--- src/rtl/des_pkg.sv ---
// rtl/des_pkg.sv - shared types, widths and key-rotation schedules for the DES round sequencer
package des_pkg;

    localparam int RND_IDX_W   = 4;
    localparam int KEY_SHIFT_W = 2;

    typedef logic [RND_IDX_W-1:0]   rnd_idx_t;
    typedef logic [KEY_SHIFT_W-1:0] key_shift_t;

    typedef enum logic [1:0] {
        IDLE  = 2'd0,
        ROUND = 2'd1,
        FINAL = 2'd2,
        OUT   = 2'd3
    } state_t;

    // Decrypt starts with a zero shift: C0/D0 after the full 28-bit rotation already yields K16.
    localparam key_shift_t ENC_SHIFT [16] = '{
        2'd1, 2'd1, 2'd2, 2'd2, 2'd2, 2'd2, 2'd2, 2'd2,
        2'd1, 2'd2, 2'd2, 2'd2, 2'd2, 2'd2, 2'd2, 2'd1
    };

    localparam key_shift_t DEC_SHIFT [16] = '{
        2'd0, 2'd1, 2'd2, 2'd2, 2'd2, 2'd2, 2'd2, 2'd2,
        2'd1, 2'd2, 2'd2, 2'd2, 2'd2, 2'd2, 2'd2, 2'd1
    };

endpackage

--- src/rtl/des_round_ctrl_if.sv ---
// rtl/des_round_ctrl_if.sv - request, datapath strobe and result handshake bundle of the round sequencer
interface des_round_ctrl_if;
    import des_pkg::*;

    logic       in_valid;
    logic       in_ready;
    logic       in_decrypt;
    logic       ld_en;
    logic       rnd_en;
    rnd_idx_t   rnd_idx;
    key_shift_t key_shift;
    logic       key_dir;
    logic       fin_en;
    logic       out_valid;
    logic       out_ready;
    logic       busy;

    // master: the sequencer; slave: requester, consumer and datapath side
    modport master (
        input  in_valid, in_decrypt, out_ready,
        output in_ready, ld_en, rnd_en, rnd_idx, key_shift, key_dir,
               fin_en, out_valid, busy
    );

    modport slave (
        output in_valid, in_decrypt, out_ready,
        input  in_ready, ld_en, rnd_en, rnd_idx, key_shift, key_dir,
               fin_en, out_valid, busy
    );

endinterface

--- src/rtl/des_shift_sched.sv ---
// rtl/des_shift_sched.sv - combinational decode of round index and mode to the C/D rotate amount
module des_shift_sched
    import des_pkg::*;
(
    input  rnd_idx_t   rnd_idx,
    input  logic       decrypt,
    output key_shift_t key_shift
);

    assign key_shift = decrypt ? DEC_SHIFT[rnd_idx] : ENC_SHIFT[rnd_idx];

endmodule

--- src/rtl/des_round_ctrl.sv ---
// rtl/des_round_ctrl.sv - sequencer that loads, iterates, finalises and hands off one DES block at a time
module des_round_ctrl
    import des_pkg::*;
#(
    parameter int NUM_ROUNDS = 16
) (
    input  logic           clk,
    input  logic           rst,
    des_round_ctrl_if.master bus
);

    localparam rnd_idx_t LAST_IDX = rnd_idx_t'(NUM_ROUNDS - 1);

    state_t     state_q, state_d;
    rnd_idx_t   idx_q, idx_d;
    logic       mode_q, mode_d;
    key_shift_t sched_shift;

    des_shift_sched u_sched (
        .rnd_idx   (idx_q),
        .decrypt   (mode_q),
        .key_shift (sched_shift)
    );

    always_ff @(posedge clk) begin
        if (rst) begin
            state_q <= IDLE;
            idx_q   <= '0;
            mode_q  <= 1'b0;
        end else begin
            state_q <= state_d;
            idx_q   <= idx_d;
            mode_q  <= mode_d;
        end
    end

    always_comb begin
        state_d       = state_q;
        idx_d         = idx_q;
        mode_d        = mode_q;
        bus.in_ready  = 1'b0;
        bus.ld_en     = 1'b0;
        bus.rnd_en    = 1'b0;
        bus.fin_en    = 1'b0;
        bus.out_valid = 1'b0;
        bus.key_shift = '0;

        unique case (state_q)
            IDLE: begin
                bus.in_ready = 1'b1;
                if (bus.in_valid) begin
                    bus.ld_en = 1'b1;
                    mode_d    = bus.in_decrypt;
                    idx_d     = '0;
                    state_d   = ROUND;
                end
            end
            ROUND: begin
                bus.rnd_en    = 1'b1;
                bus.key_shift = sched_shift;
                // The index parks on the last round so the datapath sees a stable value afterwards.
                if (idx_q == LAST_IDX) begin
                    state_d = FINAL;
                end else begin
                    idx_d = idx_q + rnd_idx_t'(1);
                end
            end
            FINAL: begin
                bus.fin_en = 1'b1;
                state_d    = OUT;
            end
            OUT: begin
                bus.out_valid = 1'b1;
                if (bus.out_ready) begin
                    state_d = IDLE;
                end
            end
            default: begin
                state_d = IDLE;
            end
        endcase
    end

    assign bus.rnd_idx = idx_q;
    assign bus.key_dir = mode_q;
    assign bus.busy    = (state_q != IDLE);

endmodule

--- src/flat_wrapper.sv ---
// flat-port wrapper written by rule: the top's interface ports become plain ports
module des_round_ctrl_flat import des_pkg::*;
#(
    parameter int NUM_ROUNDS = 16
)
  (clk, rst, bus_in_valid, bus_in_decrypt, bus_out_ready, bus_in_ready, bus_ld_en, bus_rnd_en, bus_rnd_idx, bus_key_shift, bus_key_dir, bus_fin_en, bus_out_valid, bus_busy);
  des_round_ctrl_if bus_i ();
  input  logic clk;
  input  logic rst;
  input wire logic [$bits(bus_i.in_valid)-1:0] bus_in_valid;
  input wire logic [$bits(bus_i.in_decrypt)-1:0] bus_in_decrypt;
  input wire logic [$bits(bus_i.out_ready)-1:0] bus_out_ready;
  output wire logic [$bits(bus_i.in_ready)-1:0] bus_in_ready;
  output wire logic [$bits(bus_i.ld_en)-1:0] bus_ld_en;
  output wire logic [$bits(bus_i.rnd_en)-1:0] bus_rnd_en;
  output wire logic [$bits(bus_i.rnd_idx)-1:0] bus_rnd_idx;
  output wire logic [$bits(bus_i.key_shift)-1:0] bus_key_shift;
  output wire logic [$bits(bus_i.key_dir)-1:0] bus_key_dir;
  output wire logic [$bits(bus_i.fin_en)-1:0] bus_fin_en;
  output wire logic [$bits(bus_i.out_valid)-1:0] bus_out_valid;
  output wire logic [$bits(bus_i.busy)-1:0] bus_busy;
  assign bus_i.in_valid = bus_in_valid;
  assign bus_i.in_decrypt = bus_in_decrypt;
  assign bus_i.out_ready = bus_out_ready;
  assign bus_in_ready = bus_i.in_ready;
  assign bus_ld_en = bus_i.ld_en;
  assign bus_rnd_en = bus_i.rnd_en;
  assign bus_rnd_idx = bus_i.rnd_idx;
  assign bus_key_shift = bus_i.key_shift;
  assign bus_key_dir = bus_i.key_dir;
  assign bus_fin_en = bus_i.fin_en;
  assign bus_out_valid = bus_i.out_valid;
  assign bus_busy = bus_i.busy;
  des_round_ctrl #(.NUM_ROUNDS(NUM_ROUNDS)) u_core (.clk(clk), .rst(rst), .bus(bus_i));
endmodule
--- config.mk ---
export PLATFORM = sky130hd
export DESIGN_NAME = des_round_ctrl_flat
export DESIGN_NICKNAME = d
export VERILOG_FILES = /design/src/rtl/des_pkg.sv /design/src/rtl/des_round_ctrl_if.sv /design/src/rtl/des_shift_sched.sv /design/src/rtl/des_round_ctrl.sv /design/src/flat_wrapper.sv
export SDC_FILE = /design/constraint.sdc
export NUM_CORES = 1
export LEC_CHECK = 0
export ABC_CLOCK_PERIOD_IN_PS = 1400
export BUFFER_PORTS_ARGS = -buffer_cell sky130_fd_sc_hd__buf_2
export CAP_MARGIN = 20
export CORE_MARGIN = 4
export CORE_UTILIZATION = 42
export DETAILED_ROUTE_END_ITERATION = 6
export PLACE_DENSITY_LB_ADDON = 0.2
export SKIP_CTS_REPAIR_TIMING = 1
export SLEW_MARGIN = 10
export SYNTH_ARGS = -nofsm -noshare
export SYNTH_HDL_FRONTEND = slang
export SYNTH_SLANG_ARGS = --single-unit
export TNS_END_PERCENT = 30
--- constraint.sdc ---
create_clock -name clk -period 1.4 [get_ports clk]
set_input_delay 0.07 -clock clk [delete_from_list [all_inputs] [get_ports clk]]
set_output_delay 0.07 -clock clk [all_outputs]
set_load 0.03 [all_outputs]
==> run summary, run 1 <==
Netlist cell types: 29
Via count: 594
Final Cell Area: 922 um^2
Syn_nets: 79
Final Power: 0.00203 W
Minimum clock period: 1600 ps
WS Path Type: flip-flop to primary output
Slew Viols, Final: 0
Hold WS: 62.4 ps
Final non-filler cell total: 113
Worst hold endpoint: u_core.bus.key_dir
FF-to-FF End: u_core.state_q[0]
Clock Skew: 1.69 ps
Boundary Pins: 18
CTS max path bufs: 2
Initial antenna violation count: 0
Number of global-route vias before repair: 570
Cell Rows: 13
Worst Hold Depth: 3
RSZ-0062 raised after global routing: true
GRT overflow: 0
Synth Register Bits: 7
Die Height: 45.3 um
Via density: 5.26
Root buffer cell: clkbuf_4
# DRC: 0
Diodes inserted: 0
Worst skew pair latency: 250 ps
Pwr Density: 2200 nW/um^2
FILL cells: 104
Data required, critical path: 1330 ps
Syn avg cell area: 8.85 um^2
Post-route setup slack: -202 ps
Reg2Reg Setup Slack: -20 ps
I/O Buffers: 17
Worst VDD drop: 1.42 mV
Yosys warning total: 0
Floorplan core area: 1300 um^2
CP arrival: 1530 ps
CTS tree: done
Pin count of the biggest net entering global routing: 8
Leakage: 0.406 nW
Cell count after placement: 107
Total Wirelength: 1620 um
Register area: 154 um^2
Final cycle utilization of the critical path: 1.14
Final Hold Viols: 0
Setup-failing EPs final: 4
Area Growth Syn to Fin: 57.8%
Mapped Cells: 66
Hold/Removal Path Class: primary input to flip-flop
Placed Area: 812 um^2
Die Area: 2050 um^2
Share of cells above drive strength 1: 0.622
Drt pass-1 iters: 4
Setup TNS: -349 ps
Total track usage: 0.173
Starting Density: 0.449
Nets: 112
Commonest non-fill, non-tap cells in the layout: buf_2, buf_4, nor2_1
MaxCap Viol Count: 0
Avg WL per Cell: 14.3 um
FMAX: 624 MHz
Multi-input gate area in the final layout: 482 um^2
R2r startpoint: u_core.state_q[0]
Hpwl dp: 1180 um
Slew HR: 0.793
First-pass GRT wire length: 2510 um
Part of the Yosys area used for sequential elements: 0.240
Reg2Reg Depth: 6
Clk slew on worst S/H paths: 50 ps
Commonest non-fill, non-tap cell in the layout: buf_2
Sink Count: 7
Worst-Margin Slew: 309 ps
Initial drt markers: 9
Die X: 45.3 um
CP endpoint kind: primary output
Setup crit start kind: flip-flop
Violated checks: setup timing
Final Wtd Congestion: 0.782
Cell area after synthesis: 584 um^2
Post-route ant nets: 0
H-tree level count: 1
CTS Buf Count: 3
Crit-path max FO: 4
Hold_sp: bus_in_decrypt
Status: finished with violations
worst max-delay path, cell delays in order, from the launching register on:
cell,delay [ps]
dfxtp_4,370
buf_6,120
nor2_2,80
a21oi_2,30
or3_4,380
a21boi_4,160
buf_6,140
per-layer routing:
layer | global-route usage | vias to the layer above | routed length (um)
met1 | 0.209 | 272 | 682
met5 | 0 | - | 0
met2 | 0.271 | 21 | 772
li1 | - | 295 | -
met4 | 0.123 | 0 | 63
met3 | 0.0359 | 6 | 97
Yosys cell counts, drive strengths merged:
cell     count  share of area
and2b        1          0.017
and2         1          0.011
mux2i        2          0.034
nor4b        1          0.015
inv          7          0.045
nor2         7          0.045
ha           8           0.17
o21ai        2          0.017
nand2b       1          0.011
o311a        1          0.019
nor3b        1          0.013
a221oi       1          0.045
mux2         1          0.019
nand2        5          0.032
or3          1          0.013
nor3         1         0.0086
a31oi        1          0.011
buf          3          0.051
o221ai       1          0.015
dfxtp        7           0.24
a21boi       1          0.013
a21oi        5          0.043
nand4        1          0.011
a21bo        1          0.017
nand3        3          0.047
a211oi       1          0.021
a2bb2oi      1          0.015
stage by stage:
step / utilization / worst slack [ps]
finish: 0.709 / -202
global route: 0.709 / -272
CTS: 0.644 / -275
detailed placement: 0.624 / -44.6
global placement: 0.624 / -20.8
floorplan: - / -9.72
area by class of cell:
cell class                 instances  share of cell area
timing repair buffer              31               0.231
tap                               15              0.0204
multi-input combinational         49               0.522
inverter                           7              0.0312
sequential                         7               0.167
clock buffer                       4              0.0285
report_power, final:
part / leakage [nW] / switching [W] / internal [W]
combinational: 0.330 / 0.000796 / 0.000707
sequential: 0.0601 / 0.0000768 / 0.000266
clock: 0.0150 / 0.0000758 / 0.000109
total: 0.406 / 0.000949 / 0.00108
worst max-delay path by stage:
stage / from / endpoint / slack, ps / cells past startpoint
4_1_cts: u_core.bus.rnd_idx[1] / bus_key_shift[0] / -270 / 6
6_report: u_core.bus.rnd_idx[1] / bus_key_shift[0] / -200 / 6
2_1_floorplan: u_core.state_q[0] / u_core.state_q[1] / -10 / 6
5_1_grt: u_core.bus.rnd_idx[1] / bus_key_shift[0] / -270 / 6
3_5_place_dp: u_core.state_q[0] / u_core.state_q[0] / -40 / 6
3_3_place_gp: u_core.state_q[0] / u_core.state_q[1] / -20 / 6
registers in the layout, indices dropped and copies added (netlist names):
register,flops
u_core.bus.key_dir,1
u_core.bus.rnd_idx,4
u_core.state_q,2
cell families after synthesis:
group | Yosys count | share of synthesized area
simple gates | 23 | 0.223
mux | 3 | 0.0535
flops | 7 | 0.240
fa+ha+maj | 8 | 0.171
buf+inv | 10 | 0.0964
compound gates | 15 | 0.216
(Power assumes the default switching activity.)
==> run 2: changes to the inputs <==
--- a/config.mk
+++ b/config.mk
@@ -5,11 +5,13 @@
 export SDC_FILE = /design/constraint.sdc
 export NUM_CORES = 1
 export LEC_CHECK = 0
-export ABC_CLOCK_PERIOD_IN_PS = 1400
+export ABC_CLOCK_PERIOD_IN_PS = 1430
 export BUFFER_PORTS_ARGS = -buffer_cell sky130_fd_sc_hd__buf_2
 export CAP_MARGIN = 20
+export CELL_PAD_IN_SITES_DETAIL_PLACEMENT = 1
+export CELL_PAD_IN_SITES_GLOBAL_PLACEMENT = 1
 export CORE_MARGIN = 4
-export CORE_UTILIZATION = 42
+export CORE_UTILIZATION = 32
 export DETAILED_ROUTE_END_ITERATION = 6
 export PLACE_DENSITY_LB_ADDON = 0.2
 export SKIP_CTS_REPAIR_TIMING = 1
==> constraint.sdc (replaced) <==
create_clock -name clk -period 1.43 [get_ports clk]
set_input_delay 0.0715 -clock clk [delete_from_list [all_inputs] [get_ports clk]]
set_output_delay 0.0715 -clock clk [all_outputs]
set_load 0.03 [all_outputs]
==> run summary, run 2 (synthesized netlist as in run 1, its figures left out) <==
Status: finished with violations
Violated checks: setup timing
Slew Viols, Final: 0 (unchanged)
Hpwl dp: 1500 um (+27%)
Via count: 620 (+4.4%)
Area Growth Syn to Fin: 69.0%
GRT overflow: 0 (unchanged)
Sink Count: 7 (unchanged)
Initial drt markers: 7 (-2)
Post-route setup slack: -143 ps (+58.9 ps)
Register area: 153 um^2 (-0.81%)
First-pass GRT wire length: 2960 um (+18%)
Drt pass-1 iters: 3 (-1)
CTS max path bufs: 2 (unchanged)
Number of global-route vias before repair: 646 (+13%)
Cell Rows: 15 (+2)
Pwr Density: 2120 nW/um^2 (-3.6%)
Post-route ant nets: 0 (unchanged)
FILL cells: 201 (+93%)
Root buffer cell: clkbuf_4
Die Area: 2570 um^2 (+25%)
Starting Density: 0.338 (-0.111)
Hold WS: 65.7 ps (+3.26 ps)
I/O Buffers: 17 (unchanged)
CP arrival: 1500 ps (-30 ps)
CTS Buf Count: 3 (unchanged)
Commonest non-fill, non-tap cell in the layout: buf_4
Via density: 4.84 (-7.9%)
Clk slew on worst S/H paths: 50 ps (about the same)
Max incr delay on CP: 370 ps (about the same)
CP cell instances: inv_4, ha_1, a21oi_1, or3_4, a21boi_4, buf_6
Crit-path max FO: 5 (+1)
Hold/Removal Path Class: primary input to flip-flop
Die X: 50.7 um (+12%)
Final cycle utilization of the critical path: 1.10
FMAX: 636 MHz
Total track usage: 0.154 (-0.0193)
Setup-failing EPs final: 2 (-2)
Clock Skew: 4.66 ps (+2.97 ps)
Dpl ws: -59.2 ps (-14.6 ps)
Worst VDD drop: 1.47 mV (+3.7%)
Pin count of the biggest net entering global routing: 8 (unchanged)
Worst-Margin Slew: 376 ps (+66.1 ps)
Slew HR: 0.749 (-0.0441)
Final Hold Viols: 0 (unchanged)
Max reg flops: 4 (unchanged)
Minimum clock period: 1570 ps
Total Wirelength: 1930 um (+19%)
Multi-input gate area in the final layout: 489 um^2 (+1.6%)
Share of cells above drive strength 1: 0.641 (+0.0183)
Boundary Pins: 18 (unchanged)
Leakage: 0.436 nW (+7.4%)
Setup crit start kind: flip-flop
Worst skew pair latency: 260 ps (about the same)
Commonest non-fill, non-tap cells in the layout: buf_4, buf_2, nor2_1
Initial antenna violation count: 0 (unchanged)
RSZ-0062 raised after global routing: true
H-tree level count: 1 (unchanged)
Floorplan core area: 1730 um^2 (+33%)
Crit path max-delay cell type: dfxtp_4
CTS tree: done
Data required, critical path: 1360 ps (+30 ps)
Avg WL per Cell: 15.1 um (+5.5%)
# DRC: 0 (unchanged)
WS Path Type: flip-flop to primary output
Diodes inserted: 0 (unchanged)
Final Wtd Congestion: 0.726 (-7.1%)
CP endpoint kind: primary output
MaxCap Viol Count: 0 (unchanged)
Nets: 117 (+4.5%)
Die Height: 50.7 um (+12%)
==> run 2: worst paths after layout <==
path | startpoint | to | slack, ps | cells past startpoint
worst max-delay path | u_core.bus.rnd_idx[1] | bus_key_shift[0] | -140 | 6
worst min-delay path | bus_in_decrypt | u_core.bus.key_dir | 70 | 3
worst min register to register | u_core.state_q[0] | u_core.state_q[0] | 610 | 2
worst max register to register | u_core.state_q[0] | u_core.state_q[1] | 0 | 6
==> run 2: layout make-up <==
cell class	count	share of cell area
multi-input combinational	49	0.496
inverter	7	0.0342
timing repair buffer	36	0.257
tap	25	0.0317
sequential	7	0.155
clock buffer	4	0.0266
==> run 2: per-stage QoR <==
step,total power (W),instances,setup TNS [ps],area (um^2),util
floorplan,0.00126,66,-36.0,632,-
global placement,0.00168,124,-29.8,861,0.499
detailed placement,0.00174,124,-153,861,0.499
finish,0.00210,128,-261,987,0.572
global route,0.00226,128,-723,987,0.572
CTS,0.00194,128,-816,887,0.514
==> run 2: power by group <==
| part | total, W | switching, W | internal, W |
|---|---|---|---|
| Sequential | 0.000327 | 0.0000697 | 0.000257 |
| Clock | 0.000193 | 0.0000861 | 0.000107 |
| Combinational | 0.00158 | 0.000824 | 0.000753 |
| Total | 0.00210 | 0.000980 | 0.00112 |
==> run 2: layer usage <==
layer | GRT usage | vias up | routed length [um] | part of all wire
met5 | 0 | - | 0 | 0
met4 | 0.0762 | 0 | 23 | 0.012
met3 | 0.0178 | 2 | 36 | 0.019
met2 | 0.254 | 11 | 987 | 0.51
met1 | 0.196 | 303 | 883 | 0.46
li1 | - | 304 | - | -
==> run 2: critical path: cells and delay by family, from the launching register on <==
family | cells | cell delay (ps)
flip-flops | 1 | 370
AND/OR/NAND/NOR | 1 | 340
buffers and inverters | 2 | 200
AO/OA/AOI/OAI | 2 | 200
adder cells (fa/ha/maj) | 1 | 130
